==> config.mk <==
export PLATFORM = sky130hd
export DESIGN_NAME = ebus_burst_driver
export DESIGN_NICKNAME = d
export VERILOG_FILES = /design/src/rtl/ebus_burst_driver.sv
export SDC_FILE = /design/constraint.sdc
export NUM_CORES = 1
export LEC_CHECK = 0
export BUFFER_PORTS_ARGS = -buffer_cell sky130_fd_sc_hd__buf_2
export CAP_MARGIN = 20
export CORE_MARGIN = 2
export CORE_UTILIZATION = 59
export DETAILED_ROUTE_END_ITERATION = 16
export GPL_ROUTABILITY_DRIVEN = 0
export PLACE_DENSITY = 0.87
export SETUP_SLACK_MARGIN = 0.05
export SLEW_MARGIN = 20
export SYNTH_ARGS = -nofsm -noshare
export SYNTH_HDL_FRONTEND = slang
export SYNTH_SLANG_ARGS = --single-unit
==> constraint.sdc <==
create_clock -name clock -period 1.9 [get_ports clock]
set_input_delay 0.19 -clock clock [delete_from_list [all_inputs] [get_ports clock]]
set_output_delay 0.19 -clock clock [all_outputs]
set_load 0.01 [all_outputs]
==> src/rtl/ebus_burst_driver.sv <==
// ebus_burst_driver
//   Buffered EBUS transmit driver. Words from internal logic enter a small
//   FIFO through a valid/ready handshake. When the arbiter grants the bus the
//   block raises the pad enable for LEAD cycles, streams up to MAX_BURST words
//   back-to-back, then holds the pads off for TURN dead cycles before it can
//   request again. The tristate pad cells live at chip top.
//
// Parameters
//   WIDTH      EBUS data width
//   DEPTH      FIFO entries (power of 2, >= 2)
//   LEAD       enable-on cycles before the first word (0..7)
//   TURN       dead cycles after a burst (1..7)
//   MAX_BURST  max words per grant tenure (>= 1)
//
// Ports
//   clock          in   system clock, rising edge
//   reset_l        in   asynchronous active-low reset
//   in_data        in   word to transmit
//   in_valid       in   in_data valid
//   in_ready       out  FIFO can accept a word (not full)
//   bus_grant      in   arbiter grant (level, may drop any cycle)
//   bus_req        out  bus request (FIFO not empty, not in turnaround)
//   ebus_data_out  out  pad data: FIFO head while enabled, else 0
//   ebus_enable    out  pad output enable
//   ebus_valid     out  ebus_data_out carries a word this cycle
//   busy           out  FSM not idle or FIFO not empty
module ebus_burst_driver #(
  parameter int WIDTH     = 8,
  parameter int DEPTH     = 4,
  parameter int LEAD      = 1,
  parameter int TURN      = 1,
  parameter int MAX_BURST = 8
) (
  input  logic             clock,
  input  logic             reset_l,
  input  logic [WIDTH-1:0] in_data,
  input  logic             in_valid,
  output logic             in_ready,
  input  logic             bus_grant,
  output logic             bus_req,
  output logic [WIDTH-1:0] ebus_data_out,
  output logic             ebus_enable,
  output logic             ebus_valid,
  output logic             busy
);

  localparam int PW = $clog2(DEPTH);
  localparam int CW = PW + 1;
  localparam int BW = $clog2(MAX_BURST + 1);

  localparam logic [CW-1:0] FULL_COUNT = CW'(DEPTH);
  localparam logic [2:0]    LEAD_LAST  = (LEAD > 0) ? 3'(LEAD - 1) : 3'd0;
  localparam logic [2:0]    TURN_LAST  = 3'(TURN - 1);
  localparam logic [BW-1:0] BURST_LAST = BW'(MAX_BURST);

  typedef enum logic [1:0] {
    ST_IDLE,
    ST_LEAD,
    ST_DRIVE,
    ST_TURN
  } state_t;

  state_t            state_q, state_d;
  logic [WIDTH-1:0]  mem_q [DEPTH];
  logic [WIDTH-1:0]  mem_d [DEPTH];
  logic [PW-1:0]     wr_ptr_q, wr_ptr_d;
  logic [PW-1:0]     rd_ptr_q, rd_ptr_d;
  logic [CW-1:0]     count_q, count_d;
  logic [2:0]        lead_cnt_q, lead_cnt_d;
  logic [2:0]        turn_cnt_q, turn_cnt_d;
  logic [BW-1:0]     burst_cnt_q, burst_cnt_d;

  logic              full;
  logic              empty;
  logic              push;
  logic              pop;
  logic [WIDTH-1:0]  head;
  logic [BW-1:0]     burst_next;

  // A push is refused whenever the FIFO is full, even if a pop frees a slot
  // in the same cycle, so in_ready depends on the count alone.
  assign full     = (count_q == FULL_COUNT);
  assign empty    = (count_q == '0);
  assign in_ready = !full;
  assign push     = in_valid && !full;
  assign head     = mem_q[rd_ptr_q];
  assign pop      = (state_q == ST_DRIVE) && bus_grant && !empty;

  // FIFO storage and pointers; pointers wrap naturally since DEPTH is a power of 2.
  always_comb begin
    mem_d    = mem_q;
    wr_ptr_d = wr_ptr_q;
    rd_ptr_d = rd_ptr_q;
    count_d  = count_q;
    if (push) begin
      mem_d[wr_ptr_q] = in_data;
      wr_ptr_d        = wr_ptr_q + PW'(1);
    end
    if (pop) begin
      rd_ptr_d = rd_ptr_q + PW'(1);
    end
    case ({push, pop})
      2'b10:   count_d = count_q + CW'(1);
      2'b01:   count_d = count_q - CW'(1);
      default: count_d = count_q;
    endcase
  end

  // Burst state machine. A burst ends on grant loss, on the pop that drains
  // the FIFO, or on the MAX_BURST-th pop; the turnaround always runs in full.
  always_comb begin
    state_d     = state_q;
    lead_cnt_d  = lead_cnt_q;
    turn_cnt_d  = turn_cnt_q;
    burst_cnt_d = burst_cnt_q;
    burst_next  = burst_cnt_q + BW'(1);
    case (state_q)
      ST_IDLE: begin
        if (bus_grant && !empty) begin
          lead_cnt_d  = '0;
          burst_cnt_d = '0;
          if (LEAD > 0) state_d = ST_LEAD;
          else          state_d = ST_DRIVE;
        end
      end
      ST_LEAD: begin
        if (!bus_grant) begin
          state_d    = ST_TURN;
          turn_cnt_d = '0;
        end else if (lead_cnt_q == LEAD_LAST) begin
          state_d = ST_DRIVE;
        end else begin
          lead_cnt_d = lead_cnt_q + 3'd1;
        end
      end
      ST_DRIVE: begin
        if (!bus_grant) begin
          state_d    = ST_TURN;
          turn_cnt_d = '0;
        end else begin
          burst_cnt_d = burst_next;
          if ((count_q == CW'(1) && !push) || (burst_next == BURST_LAST)) begin
            state_d    = ST_TURN;
            turn_cnt_d = '0;
          end
        end
      end
      ST_TURN: begin
        if (turn_cnt_q == TURN_LAST) state_d = ST_IDLE;
        else                         turn_cnt_d = turn_cnt_q + 3'd1;
      end
      default: state_d = ST_IDLE;
    endcase
  end

  // Pad outputs are decoded from the state register only, so an async reset
  // drops the enable immediately.
  always_comb begin
    ebus_enable   = (state_q == ST_LEAD) || (state_q == ST_DRIVE);
    ebus_valid    = (state_q == ST_DRIVE);
    ebus_data_out = ebus_enable ? head : '0;
    bus_req       = !empty && (state_q != ST_TURN);
    busy          = (state_q != ST_IDLE) || !empty;
  end

  always_ff @(posedge clock or negedge reset_l) begin
    if (!reset_l) begin
      state_q     <= ST_IDLE;
      mem_q       <= '{default: '0};
      wr_ptr_q    <= '0;
      rd_ptr_q    <= '0;
      count_q     <= '0;
      lead_cnt_q  <= '0;
      turn_cnt_q  <= '0;
      burst_cnt_q <= '0;
    end else begin
      state_q     <= state_d;
      mem_q       <= mem_d;
      wr_ptr_q    <= wr_ptr_d;
      rd_ptr_q    <= rd_ptr_d;
      count_q     <= count_d;
      lead_cnt_q  <= lead_cnt_d;
      turn_cnt_q  <= turn_cnt_d;
      burst_cnt_q <= burst_cnt_d;
    end
  end

endmodule

After elaboration in Yosys (flattened, before gate mapping)
Cells that the tools add are included.
{"block": "word_totals", "output_inout_bits": 13, "ff_bits": 51, "mem_bits_rw": 0, "memories": 0, "mem_bits_ro": 0, "inputBits": 12, "latchBits": 0}
{"block": "op_classes", "eq_ne": 18, "reduce_logical": 26, "n_addsub": 7, "n_bitwise": 2, "multipliers": 0, "div_mod_pow": 0, "n_shift": 0, "mux": 27, "n_lt_le_gt_ge": 3}
{"op": "$bwmux W32", "count": 1}
{"op": "$mux W8", "count": 4}
{"op": "$mux W3", "count": 7}
{"op": "$bmux W8 S2", "count": 1}
{"op": "$demux W8 S2", "count": 1}
{"op": "$ne A2 B2 Y1 const B", "count": 8}
{"op": "$mux W2", "count": 6}
{"op": "$pmux W3 S2", "count": 2}
{"op": "$reduce_and A4 Y1", "count": 3}
{"op": "$add A3 B1 Y3 const B", "count": 3}
{"op": "$logic_not A3 Y1", "count": 3}
{"op": "$pmux W3 S3", "count": 1}
{"op": "$mux W4", "count": 2}
{"op": "$pmux W2 S4", "count": 1}
{"op": "$pmux W4 S2", "count": 1}
{"op": "$reduce_bool A2 Y1", "count": 4}
{"op": "$logic_and A1 B1 Y1", "count": 7}
{"op": "$eq A2 B2 Y1 const B", "count": 3}
{"op": "$ge A3 B3 Y1 const B", "count": 2}
{"op": "$not A2 Y3", "count": 2}
{"op": "$add A2 B1 Y2 const B", "count": 2}
{"op": "$add A4 B1 Y4 const B", "count": 1}
{"op": "$eq A2 B1 Y1 const B", "count": 2}
{"op": "$eq A4 B4 Y1 const B", "count": 1}
{"op": "other kinds (11)", "count": 15}

Depth between registers and ports, before layout
{"block": "logic_depth", "depth_word": 9, "depth_mapped": 10}

Worst setup path before layout
OpenSTA, ideal clock, no wires.
{"block": "synth_timing", "kind": "register to register", "from": "register count_q[0]", "to": "register count_q[2]", "path_slack_ns": 0.085, "path_stages_with_launch": 10, "arrival_ns": 1.736, "setup_time_ns": 0.079, "period_less_slack_ns": 1.815, "n_path_buf": 1, "path_cell_list": "dfrtp_1 inv_1 ha_1 nand2_1 and2_1 buf_4 inv_1 ha_1 nor2_1 xor2_1"}
{"block": "synth_between", "elab_chain_cells": 5, "elab_cells_between_ends": 12, "cone_classes": "2 x add/sub; 3 x eq/ne; 1 x mux; 6 x reduce/logical"}
{"item": "from (decl)", "line": "68", "text": "logic [CW-1:0] count_q, count_d;"}
{"item": "from (signal assigned)", "line": "181", "text": "count_q <= count_d;"}
{"item": "$eq A3 B3 Y1 (*)", "line": "82", "text": "assign full = (count_q == FULL_COUNT);"}
{"item": "$logic_not A1 Y1 (*)"}
{"item": "net in_ready", "line": "38", "text": "output logic in_ready,"}
{"item": "$logic_and A1 B1 Y1 (*)", "line": "85", "text": "assign push = in_valid && !full;"}
{"item": "$eq A2 B1 Y1 or $eq A2 B2 Y1 (tied branches)", "line": "102", "text": "case ({push, pop})"}
{"item": "$pmux W3 S2 or $reduce_bool A2 Y1 (tied branches)"}
Mark *: on every way through the listed nets, which the timed path passes. The rest lies on a longest branch.
A chain may end at the register's enable or synchronous reset.

Final worst setup path
{"block": "layout_timing", "from": "register count_q[1]", "to": "register mem_q[2] (netlist bit)"}
{"block": "layout_between", "elab_chain_cells": 3}
{"item": "$eq A3 B3 Y1", "line": "82"}
{"item": "$logic_not A1 Y1", "line": "85"}
{"item": "$logic_and A1 B1 Y1", "line": "85"}
{"item": "to (signal assigned)", "line": "178", "text": "mem_q <= mem_d;"}
{"item": "to (decl)", "line": "64", "text": "logic [WIDTH-1:0] mem_q [DEPTH];"}
No other way between the ends.

==> qor.yml <==
floorplanning:
  die_y_um: 72.43
  dieWidth_um: 72.43
  start_util: 0.6216
  core.rowCount: 24
  ios: 25
  die_area_sq_um: 5246
  core_area_sq_um: 4444
power:
  power.total_mw: 5.599
  p_sw_frac: 0.3814
  power.internal_mw: 3.463
  powerDensity_nw_per_um2: 1756
  power_leakage_nw: 1.453
  p_sw_mw: 2.135
  ir_drop_mv: 0.9196
  clkPwrFrac: 0.111
  seqPwrFrac: 0.356
  power_frac_comb: 0.533
route:
  num_vias: 1761
  drcViolationCount: 0
  vias_per_cell: 5.736
  drt_iter0_markers: 123
  drtAntennaViolNets: 0
  wl_mm: 5.214
  wire_per_inst_um: 16.98
  drtPass1Iterations: 4
final_layout:
  final_nets: 284
  final_area_sq_um: 3189
  syn_to_final_growth_pct: 15.44
  num_antenna_cells: 0
  layout-drive-gt1-share: 0.2941
clock_tree:
  cts_root_buffer: "clkbuf_8"
  htree_levels: 2
  clk_latency_ps: 300
  cts_buffers: 5
  cts_max_path_buffers: 2
  clk_pin_slew_worst_paths_ps: 100
  numClockSinks: 51
  cts_tree: "yes"
global_route:
  overflow: 0
  grt-busiest-layer: "met2"
  grt_use_met1: 0.3086
  grt_pass1_wl_mm: 8.625
  grt_use_total: 0.2153
  grt_start_max_net_pins: 32
  use_met3: 0.03750
  grt_pass1_vias: 1808
  use_met2: 0.3384
  antenna_found_initial: 0
worst_setup_path:
  worst_ep_required_time_ps: 2080
  cpPeakStageDelay_ps: 400
  critPathBufInv: 2
  crit_type: "reg -> reg"
  critPathSlowestCell: "dfrtp_1"
  end_kind: "register"
  critical_path.max_fanout: 8
  reg2reg_slack_ps: 80
  start_kind: "register"
  critical-path-top-delay-family: "simple AND/OR/NAND/NOR gates"
  worstPathCellList: "inv_1, ha_2, nand2_1, and2_1, buf_4, nand2_4, mux2_1"
  crit_arrival_ps: 2000
timing:
  max_freq_ghz: 0.5497
  slew_viol_final: 0
  min_period_ps: 1819
  whs_ps: 125.5
  fin_tns_setup_ps: 0
  fin_skew_ps: 10.55
  min_period_over_period: 0.9575
  rsz0062_at_grt: "true"
  setup_viol: 0
  slew_headroom: 0.6617
  finalHoldViolCount: 0
  worst_pin_slew_ps: 507.4
  worst_slack_ps: 80.67
placement:
  place_area_sq_um: 3004
  dp_hpwl_mm: 3.609
  post-place-ws_ps: 89.41
  port_buffers: 24
synth:
  synth-seq-area-share: 0.4620
  synthTopCellsByArea: "dfrtp_1, mux2_1, ha_1, mux4_2, and2_1"
  syn_area_per_cell_sq_um: 12.91
  syn_nets: 244
  synthesis.area_sq_um: 2763
  synth_edf_count: 0
  synth.most_common_cell: "dfrtp_1"
  netlist.area_leader.share: 0.4620
  yosysWarnings: 0
  syn-instance-count: 214
  ys.flop_type: "dfrtp_1"
  ys_seq_elements: 51
  synthTopCellsByCount: "dfrtp_1, mux2_1, ha_1, inv_1, nand2_1"
  async_flop_share: 1.000
  synth_cell_types: 44
  synth_area_leader_cell: "dfrtp_1"
min_path:
  hold_path_class: "in -> reg"
run_status:
  outcome: "completed"
run:
  maxCapViolations: 0
## metrics by stage
stage                 util  cells
floorplan                -    214
global placement    0.6760    295
detailed placement  0.6760    295
CTS                 0.6985    304
global route        0.7176    307
finish              0.7176    307
## cells in the final DEF, fill, tap and decap left out, drive strengths merged, types with 3 or more instances in the layout
cell and count:
a21oi 3, a22o 3, and2 10, buf 35
clkbuf 6, dfrtp 51, ha 18, inv 15
mux2 34, mux2i 3, mux4 8, nand2 16
nand2b 3, nor2 8, nor2b 3, o21ai 8
or3 3, xnor2 4
## registers in the layout, summed over array words and instances (netlist names)
signal,cells
mem_q,32
burst_cnt_q,4
count_q,3
lead_cnt_q,3
turn_cnt_q,3
rd_ptr_q,2
state_q,2
wr_ptr_q,2
## path summary, 6_finish.rpt
| kind | start | to | depth (start not counted) |
|---|---|---|---|
| min in group asynchronous | reset_l | mem_q[8] | 2 |
| worst min-delay path | in_data[4] | mem_q[12] | 2 |
| worst max register to register | count_q[1] | mem_q[2] | 7 |
| max in group asynchronous | reset_l | state_q[0] | 3 |
| worst max-delay path | count_q[1] | mem_q[2] | 7 |
| worst min register to register | mem_q[13] | mem_q[13] | 1 |
## timing repair
item | 4_1_cts | 5_1_grt
setup endpoints to repair | 0 | 45
hold endpoints to repair | 20 | 0
hold buffers | 1 | 0
resized for setup | 0 | 16
buffers inserted | 0 | 3
## cell families (layout without fill, tap and decap cells)
| logic type | Yosys count | count (layout) | share of synthesized area |
|---|---|---|---|
| AOI/OAI and AO/OA | 27 | 27 | 0.08832 |
| adders and majority gates | 18 | 18 | 0.08152 |
| and+or+nand+nor | 49 | 49 | 0.1069 |
| DFF | 51 | 51 | 0.4620 |
| buffers and inverters | 18 | 59 | 0.02626 |
| xor gates and xnor gates | 6 | 6 | 0.01902 |
| muxes | 45 | 45 | 0.2160 |
## power groups by stage
| stage | registers, mW | clock network [mW] | logic (mW) |
|---|---|---|---|
| 2_1_floorplan | 1.86 | 0 | 2.08 |
| 3_3_place_gp | 1.97 | 0 | 2.65 |
| 3_5_place_dp | 2.00 | 0 | 2.74 |
| 4_1_cts | 1.98 | 0.641 | 2.77 |
| 5_1_grt | 2.07 | 0.685 | 3.25 |
| 6_report | 1.99 | 0.622 | 2.98 |
## metal layers
metal,vias up,part of all wire
li1,841,-
met1,871,0.45
met2,40,0.50
met3,9,0.040
met4,0,0.015
met5,-,0
## layout make-up
cell class,count,area (sq um)
multi-input cells,145,1465
flip-flops and latches,51,1276
fillers,302,1255
repair buffers,36,236.5
clock buffers,6,72.57
well taps,52,65.06
inverters,15,56.30
clock inverters,2,17.52
Power figures use the tool's default switching activity.
